<file path="config.mk">
export PLATFORM = sky130hd
export DESIGN_NAME = udp_txbuf_reader
export DESIGN_NICKNAME = d
export VERILOG_FILES = /design/src/rtl/udp_txbuf_reader.sv
export SDC_FILE = /design/constraint.sdc
export NUM_CORES = 1
export LEC_CHECK = 0
export CORE_UTILIZATION = 45
export CTS_CLUSTER_DIAMETER = 200
export CTS_CLUSTER_SIZE = 40
export DETAILED_ROUTE_END_ITERATION = 10
export GPL_TIMING_DRIVEN = 0
export PLACE_DENSITY = 0.7
export RECOVER_POWER = 25
export SETUP_SLACK_MARGIN = 0.3
export SLEW_MARGIN = 10
export SYNTH_ARGS = -nofsm -noshare
export SYNTH_HDL_FRONTEND = slang
export SYNTH_SLANG_ARGS = --single-unit
</file>
<file path="constraint.sdc">
create_clock -name clk -period 2.5 [get_ports clk]
set_input_delay 0.75 -clock clk [delete_from_list [all_inputs] [get_ports clk]]
set_output_delay 0.75 -clock clk [all_outputs]
set_load 0.01 [all_outputs]
</file>
<file path="src/rtl/udp_txbuf_reader.sv">
// udp_txbuf_reader
// Reads a filled UDP TX buffer, decodes the three header words and streams
// the payload byte-serially to the UDP/IP packet builder.  The buffer grant
// goes back to the application once the whole packet has been handed off.
//
// Ports
//   clk, rst_n          : clock, asynchronous active-low reset
//   enable              : block enable; when low the grant is not re-issued
//   udp_txbuf_grant     : application owns the buffer while high
//   udp_txbuf_rel       : one-cycle "buffer filled" pulse from the application
//   udp_txbuf_addr/ce   : buffer word address and read strobe
//   udp_txbuf_rdata     : buffer read data, one cycle after addr/ce
//   hdr_valid/ready     : header handshake
//   hdr_dst_ip          : destination IP (byte 0 is the first octet)
//   hdr_src_port        : UDP source port
//   hdr_dst_port        : UDP destination port
//   hdr_len             : payload length in bytes
//   pl_data/valid/last  : payload byte stream, last marks the final byte
//   pl_ready            : payload handshake
//   err_len             : one-cycle pulse when an oversize packet is dropped
module udp_txbuf_reader #(
    parameter int unsigned AWIDTH  = 6,
    parameter int unsigned MAX_LEN = 244
) (
    input  logic              clk,
    input  logic              rst_n,
    input  logic              enable,
    output logic              udp_txbuf_grant,
    input  logic              udp_txbuf_rel,
    output logic [AWIDTH-1:0] udp_txbuf_addr,
    output logic              udp_txbuf_ce,
    input  logic [31:0]       udp_txbuf_rdata,
    output logic              hdr_valid,
    input  logic              hdr_ready,
    output logic [31:0]       hdr_dst_ip,
    output logic [15:0]       hdr_src_port,
    output logic [15:0]       hdr_dst_port,
    output logic [15:0]       hdr_len,
    output logic [7:0]        pl_data,
    output logic              pl_valid,
    output logic              pl_last,
    input  logic              pl_ready,
    output logic              err_len
);

    localparam int unsigned LEN_W  = 16;
    localparam int unsigned DATA_W = 32;
    localparam logic [LEN_W-1:0]  MAX_LEN_W = LEN_W'(MAX_LEN);
    localparam logic [AWIDTH-1:0] PL_BASE   = AWIDTH'(3);

    typedef enum logic [2:0] {
        S_IDLE,
        S_RD_HDR,
        S_HDR,
        S_FETCH,
        S_WAIT,
        S_STREAM,
        S_DROP,
        S_DONE
    } state_t;

    // Decoded header as held for the packet builder
    typedef struct packed {
        logic [31:0]      dst_ip;
        logic [15:0]      src_port;
        logic [15:0]      dst_port;
        logic [LEN_W-1:0] len;
    } hdr_t;

    state_t              state_q, state_d;
    logic                grant_q, grant_d;
    logic [AWIDTH-1:0]   addr_q, addr_d;
    logic                ce_q, ce_d;
    hdr_t                hdr_q, hdr_d;
    logic                hdr_valid_q, hdr_valid_d;
    logic [7:0]          pl_data_q, pl_data_d;
    logic                pl_valid_q, pl_valid_d;
    logic                pl_last_q, pl_last_d;
    logic                err_len_q, err_len_d;
    logic [1:0]          idx_q, idx_d;
    logic [DATA_W-1:0]   word_q, word_d;
    logic [1:0]          sel_q, sel_d;
    logic [1:0]          sel_nxt;
    logic [LEN_W-1:0]    cnt_q, cnt_d;
    logic [LEN_W-1:0]    len_m1;

    // Index of the final payload byte; only used once len is known non-zero
    assign len_m1 = hdr_q.len - LEN_W'(1);

    // State register
    always_ff @(posedge clk or negedge rst_n) begin
        if (!rst_n) begin
            state_q <= S_IDLE;
        end else begin
            state_q <= state_d;
        end
    end

    // Output and datapath registers
    always_ff @(posedge clk or negedge rst_n) begin
        if (!rst_n) begin
            grant_q     <= 1'b0;
            addr_q      <= '0;
            ce_q        <= 1'b0;
            hdr_q       <= '0;
            hdr_valid_q <= 1'b0;
            pl_data_q   <= '0;
            pl_valid_q  <= 1'b0;
            pl_last_q   <= 1'b0;
            err_len_q   <= 1'b0;
            idx_q       <= '0;
            word_q      <= '0;
            sel_q       <= '0;
            cnt_q       <= '0;
        end else begin
            grant_q     <= grant_d;
            addr_q      <= addr_d;
            ce_q        <= ce_d;
            hdr_q       <= hdr_d;
            hdr_valid_q <= hdr_valid_d;
            pl_data_q   <= pl_data_d;
            pl_valid_q  <= pl_valid_d;
            pl_last_q   <= pl_last_d;
            err_len_q   <= err_len_d;
            idx_q       <= idx_d;
            word_q      <= word_d;
            sel_q       <= sel_d;
            cnt_q       <= cnt_d;
        end
    end

    // Next-state and next-output logic
    always_comb begin
        state_d     = state_q;
        grant_d     = grant_q;
        addr_d      = addr_q;
        ce_d        = 1'b0;
        hdr_d       = hdr_q;
        hdr_valid_d = hdr_valid_q;
        pl_data_d   = pl_data_q;
        pl_valid_d  = pl_valid_q;
        pl_last_d   = pl_last_q;
        err_len_d   = 1'b0;
        idx_d       = idx_q;
        word_d      = word_q;
        sel_d       = sel_q;
        cnt_d       = cnt_q;
        sel_nxt     = sel_q + 2'd1;

        case (state_q)
            S_IDLE: begin
                grant_d = enable;
                if (grant_q && udp_txbuf_rel) begin
                    state_d = S_RD_HDR;
                    grant_d = 1'b0;
                    addr_d  = '0;
                    ce_d    = 1'b1;
                    idx_d   = '0;
                end
            end

            // idx_q counts cycles since address 0 was issued; word n lands
            // on idx_q == n+1 because of the one-cycle read latency.
            S_RD_HDR: begin
                idx_d = idx_q + 2'd1;
                if (idx_q < 2'd2) begin
                    addr_d = addr_q + AWIDTH'(1);
                    ce_d   = 1'b1;
                end
                case (idx_q)
                    2'd1: hdr_d.dst_ip = udp_txbuf_rdata;
                    2'd2: begin
                        hdr_d.src_port = udp_txbuf_rdata[31:16];
                        hdr_d.dst_port = udp_txbuf_rdata[15:0];
                    end
                    2'd3: begin
                        hdr_d.len = udp_txbuf_rdata[15:0];
                        if (udp_txbuf_rdata[15:0] > MAX_LEN_W) begin
                            state_d   = S_DROP;
                            err_len_d = 1'b1;
                        end else begin
                            state_d     = S_HDR;
                            hdr_valid_d = 1'b1;
                        end
                    end
                    default: ;
                endcase
            end

            S_HDR: begin
                if (hdr_ready) begin
                    hdr_valid_d = 1'b0;
                    if (hdr_q.len == '0) begin
                        state_d = S_DONE;
                    end else begin
                        state_d = S_FETCH;
                        addr_d  = PL_BASE;
                        ce_d    = 1'b1;
                        cnt_d   = '0;
                        sel_d   = '0;
                    end
                end
            end

            S_FETCH: begin
                state_d = S_WAIT;
            end

            // Word arrives: present its first byte straight from rdata
            S_WAIT: begin
                word_d     = udp_txbuf_rdata;
                pl_data_d  = udp_txbuf_rdata[7:0];
                pl_valid_d = 1'b1;
                pl_last_d  = (cnt_q == len_m1);
                sel_d      = '0;
                state_d    = S_STREAM;
            end

            S_STREAM: begin
                if (pl_ready) begin
                    if (pl_last_q) begin
                        pl_valid_d = 1'b0;
                        pl_last_d  = 1'b0;
                        state_d    = S_DONE;
                    end else begin
                        cnt_d = cnt_q + LEN_W'(1);
                        if (sel_q == 2'd3) begin
                            // Word exhausted with bytes remaining: refetch
                            pl_valid_d = 1'b0;
                            pl_last_d  = 1'b0;
                            addr_d     = addr_q + AWIDTH'(1);
                            ce_d       = 1'b1;
                            state_d    = S_FETCH;
                        end else begin
                            sel_d     = sel_nxt;
                            pl_data_d = 8'(word_q >> {sel_nxt, 3'b000});
                            pl_last_d = ((cnt_q + LEN_W'(1)) == len_m1);
                        end
                    end
                end
            end

            S_DROP: begin
                state_d = S_DONE;
            end

            S_DONE: begin
                grant_d = enable;
                state_d = S_IDLE;
            end

            default: begin
                state_d = S_IDLE;
            end
        endcase
    end

    assign udp_txbuf_grant = grant_q;
    assign udp_txbuf_addr  = addr_q;
    assign udp_txbuf_ce    = ce_q;
    assign hdr_valid       = hdr_valid_q;
    assign hdr_dst_ip      = hdr_q.dst_ip;
    assign hdr_src_port    = hdr_q.src_port;
    assign hdr_dst_port    = hdr_q.dst_port;
    assign hdr_len         = hdr_q.len;
    assign pl_data         = pl_data_q;
    assign pl_valid        = pl_valid_q;
    assign pl_last         = pl_last_q;
    assign err_len         = err_len_q;

endmodule

</file>
==> impl_metrics.env <==
export IMPL_core_area_sq_um=16000
export IMPL_routabilityCongestion=0.8733
export IMPL_yosys_cell_types_count=59
export IMPL_async_flop_share_pct=100.0
export IMPL_dr_pass1_iters=4
export IMPL_crit_type="flop to flop"
export IMPL_fin_area_sq_um=10140
export IMPL_maxSlewViolCount=0
export IMPL_vias=5752
export IMPL_seq_area_frac_synth_pct=52.11
export IMPL_clockBufferDepth=2
export IMPL_instances_no_fill=1042
export IMPL_clk_pin_slew_ns=0.07
export IMPL_rsz0062_at_grt="true"
export IMPL_final_common_cell="dfrtp_1"
export IMPL_worstSkewPairLatency_ns=0.42
export IMPL_place_inst=982
export IMPL_row_count=46
export IMPL_cts_tree="done"
export IMPL_period_needed_ns=2.222
export IMPL_die_h_microns=130.6
export IMPL_wl_microns=19760
export IMPL_io_pins=138
export IMPL_tightestPinTransition_ns=0.8520
export IMPL_drcViolationCount=0
export IMPL_antennaDiodeCount=0
export IMPL_synth_cells=628
export IMPL_viasPerCell=5.520
export IMPL_grt_pass1_vias=5850
export IMPL_fin_skew_ns=0.009885
export IMPL_ys_ff_latch=155
export IMPL_netlist_area_sq_um=7443
export IMPL_antenna_found_initial=0
export IMPL_slew_headroom_pct=43.20
export IMPL_overflow=0
export IMPL_cp_required_ns=2.79
export IMPL_numPortBuffers=137
export IMPL_drt_iter0_drc=372
export IMPL_drv_cap=0
export IMPL_cp_end_kind="flop"
export IMPL_yosys_area_top_type_share_pct=52.11
export IMPL_setup_viol=0
export IMPL_syn_num_nets=674
export IMPL_ant_nets=0
export IMPL_crit_fanout=7
export IMPL_yosysWarnings=0
export IMPL_synthFlopType="dfrtp_1"
export IMPL_pre_cts_ws_ns=-0.2711
export IMPL_powerDensity_nw_per_um2=1317
export IMPL_leakagePower_nw=4.201
export IMPL_layout_common_cells="dfrtp_1 (138), clkdlybuf4s50_1 (130), mux2_2 (110)"
export IMPL_die_w_microns=130.6
export IMPL_hold_class="primary input to asynchronous set/reset pin"
export IMPL_yosysTopAreaCell="dfrtp_1"
export IMPL_layout_setup_ws_ns=0.2778
export IMPL_n_fill_cell=1264
export IMPL_die_area_sq_um=17060
export IMPL_cts_sinks=155
export IMPL_grt_max_degree=119
export IMPL_cts_hold_buf=0
export IMPL_cp_start_kind="flop"
export IMPL_htree_num_levels=4
export IMPL_final_util_pct=63.39
export IMPL_syn_area_per_cell_sq_um=11.85
export IMPL_fin_nets=859
export IMPL_wl_per_cell_microns=18.96
export IMPL_synth_edf_count=0
export IMPL_fmax_ghz=0.4500
export IMPL_initial_core_util_pct=46.52
export IMPL_place_hpwl_microns=14330
export IMPL_dpl_cell_area_sq_um=9117
export IMPL_outcome="completed"
export IMPL_numCtsBuffers=17
export IMPL_worstPathArrival_ns=2.51
export IMPL_ctsRootBufferMaster="clkbuf_16"
export IMPL_final_layout_size_suffix_gt1_share_pct=31.11
export IMPL_area_growth_pct=36.26
export IMPL_irDropWorstVdd_mv=0.8986
export IMPL_period_share_pct=88.89
export IMPL_grt_pass1_wl_microns=31190
export IMPL_grt_usage_pct=24.46
export IMPL_hold_viol_final=0
export IMPL_synth_area_top_cells="dfrtp_1 (52%), mux2_2 (17%), xnor2_1 (4.0%), nand2_1 (2.5%), o21ai_0 (2.4%)"
-- metrics by stage --
| stage | power, mW | TNS, ns | hold slack [ns] |
|---|---|---|---|
| floorplan | 7.625 | 0 | 0.4538 |
| global placement | 9.962 | -836.37 | 0.4678 |
| detailed placement | 10.21 | -3.544 | 0.4751 |
| CTS | 13.23 | 0 | 0.1955 |
| global route | 14.13 | 0 | 0.2075 |
| finish | 13.36 | 0 | 0.2041 |
-- area by class of cell --
type,instances,area (sq um),share of cell area [%]
Multi-Input combinational cell,431,3536,34.86
Timing Repair Buffer,166,1629,16.06
Clock buffer,18,439.2,4.330
Sequential cell,155,3900,38.45
Clock inverter,14,156.4,1.542
Inverter,8,30.03,0.2961
Tap cell,216,270.3,2.665
Buffer,34,181.4,1.789
-- cells by family (layout without fill, tap and decap cells) --
family	after synthesis	after routing	synth area share, %
XOR/XNOR	43	43	5.060
adder cells (fa/ha/maj)	8	8	1.345
buffers and inverters	42	240	2.353
AO/OA/AOI/OAI	95	95	8.186
AND/OR/NAND/NOR	166	166	11.75
flip-flops	155	155	52.11
multiplexers	119	119	19.20
-- registers in the layout, indices dropped and copies added (netlist names), 6 cells and up --
register and count:
hdr_len 16, hdr_src_port 16, hdr_dst_port 16, udp_txbuf_addr 6, word_q 32, pl_data 8, cnt_q 16, hdr_dst_ip 32
-- per-layer routing --
metal  track usage (%)  up-vias  part of all wire (%)
li1                  -     2632                     -
met3             6.026       30                   5.5
met4             7.640        0                   1.7
met1             30.73     2926                    42
met5                 0        -                     0
met2             41.64      164                    51
-- critical path, stage by stage (launching register included) --
cell and delay [ns]:
dfrtp_2 0.41, buf_6 0.12, nor4_4 0.25, buf_4 0.19
buf_4 0.12, nand4b_1 0.14, xnor2_2 0.18, and4_1 0.19
and4_1 0.17, a41oi_2 0.21, o31ai_2 0.10
-- cell usage after synthesis (2+ instances only) --
| library cell | n |
|---|---|
| a21boi_0 | 2 |
| a21oi_1 | 9 |
| a221o_1 | 2 |
| a31oi_1 | 11 |
| and2_1 | 6 |
| and3_1 | 9 |
| and4_1 | 4 |
| buf_1 | 6 |
| buf_2 | 8 |
| clkbuf_1 | 19 |
| dfrtp_1 | 155 |
| ha_1 | 8 |
| inv_1 | 8 |
| mux2_2 | 110 |
| mux4_2 | 8 |
| nand2_1 | 50 |
| nand2b_1 | 6 |
| nand3_1 | 14 |
| nand3b_1 | 4 |
| nand4_1 | 6 |
| nand4b_1 | 2 |
| nor2_1 | 35 |
| nor2b_1 | 4 |
| nor3_1 | 9 |
| nor3b_1 | 3 |
| nor4_1 | 3 |
| nor4b_2 | 2 |
| o211ai_1 | 4 |
| o21a_1 | 3 |
| o21ai_0 | 36 |
| o21ai_1 | 3 |
| o22ai_1 | 3 |
| o31ai_1 | 9 |
| xnor2_1 | 34 |
| xor2_1 | 9 |
-- report_power, final --
group | internal (mW) | switching, mW | total [mW] | leakage [nW]
Combinational | 3.56 | 2.76 | 6.32 | 2.04
Clock | 1.52 | 1.07 | 2.58 | 0.286
Sequential | 3.64 | 0.811 | 4.45 | 1.88
-- final timing paths --
path,start,end,slack (ns),cells after the start
worst max register to register,hdr_len[4]$_DFFE_PN0P_,pl_last$_DFFE_PN0P_,0.28,10
worst min-delay path,rst_n,hdr_dst_ip[14]$_DFFE_PN0P_,0.20,1
max in group asynchronous,rst_n,hdr_len[7]$_DFFE_PN0P_,1.41,2
worst max-delay path,hdr_len[4]$_DFFE_PN0P_,pl_last$_DFFE_PN0P_,0.28,10
worst min register to register,sel_q[1]$_DFFE_PN0P_,sel_q[1]$_DFFE_PN0P_,0.48,2
min in group clk,sel_q[1]$_DFFE_PN0P_,sel_q[1]$_DFFE_PN0P_,0.48,2
-- timing repair --
item | CTS | global route
setup endpoints to repair | 139 | 119
setup buffers | 18 | 9
pin swaps | 7 | 4
gates resized for setup | 46 | 46
cloned | 0 | 1
endpoints found under the hold margin | 0 | 0
Note: power is estimated with default switching activity, not from simulation.
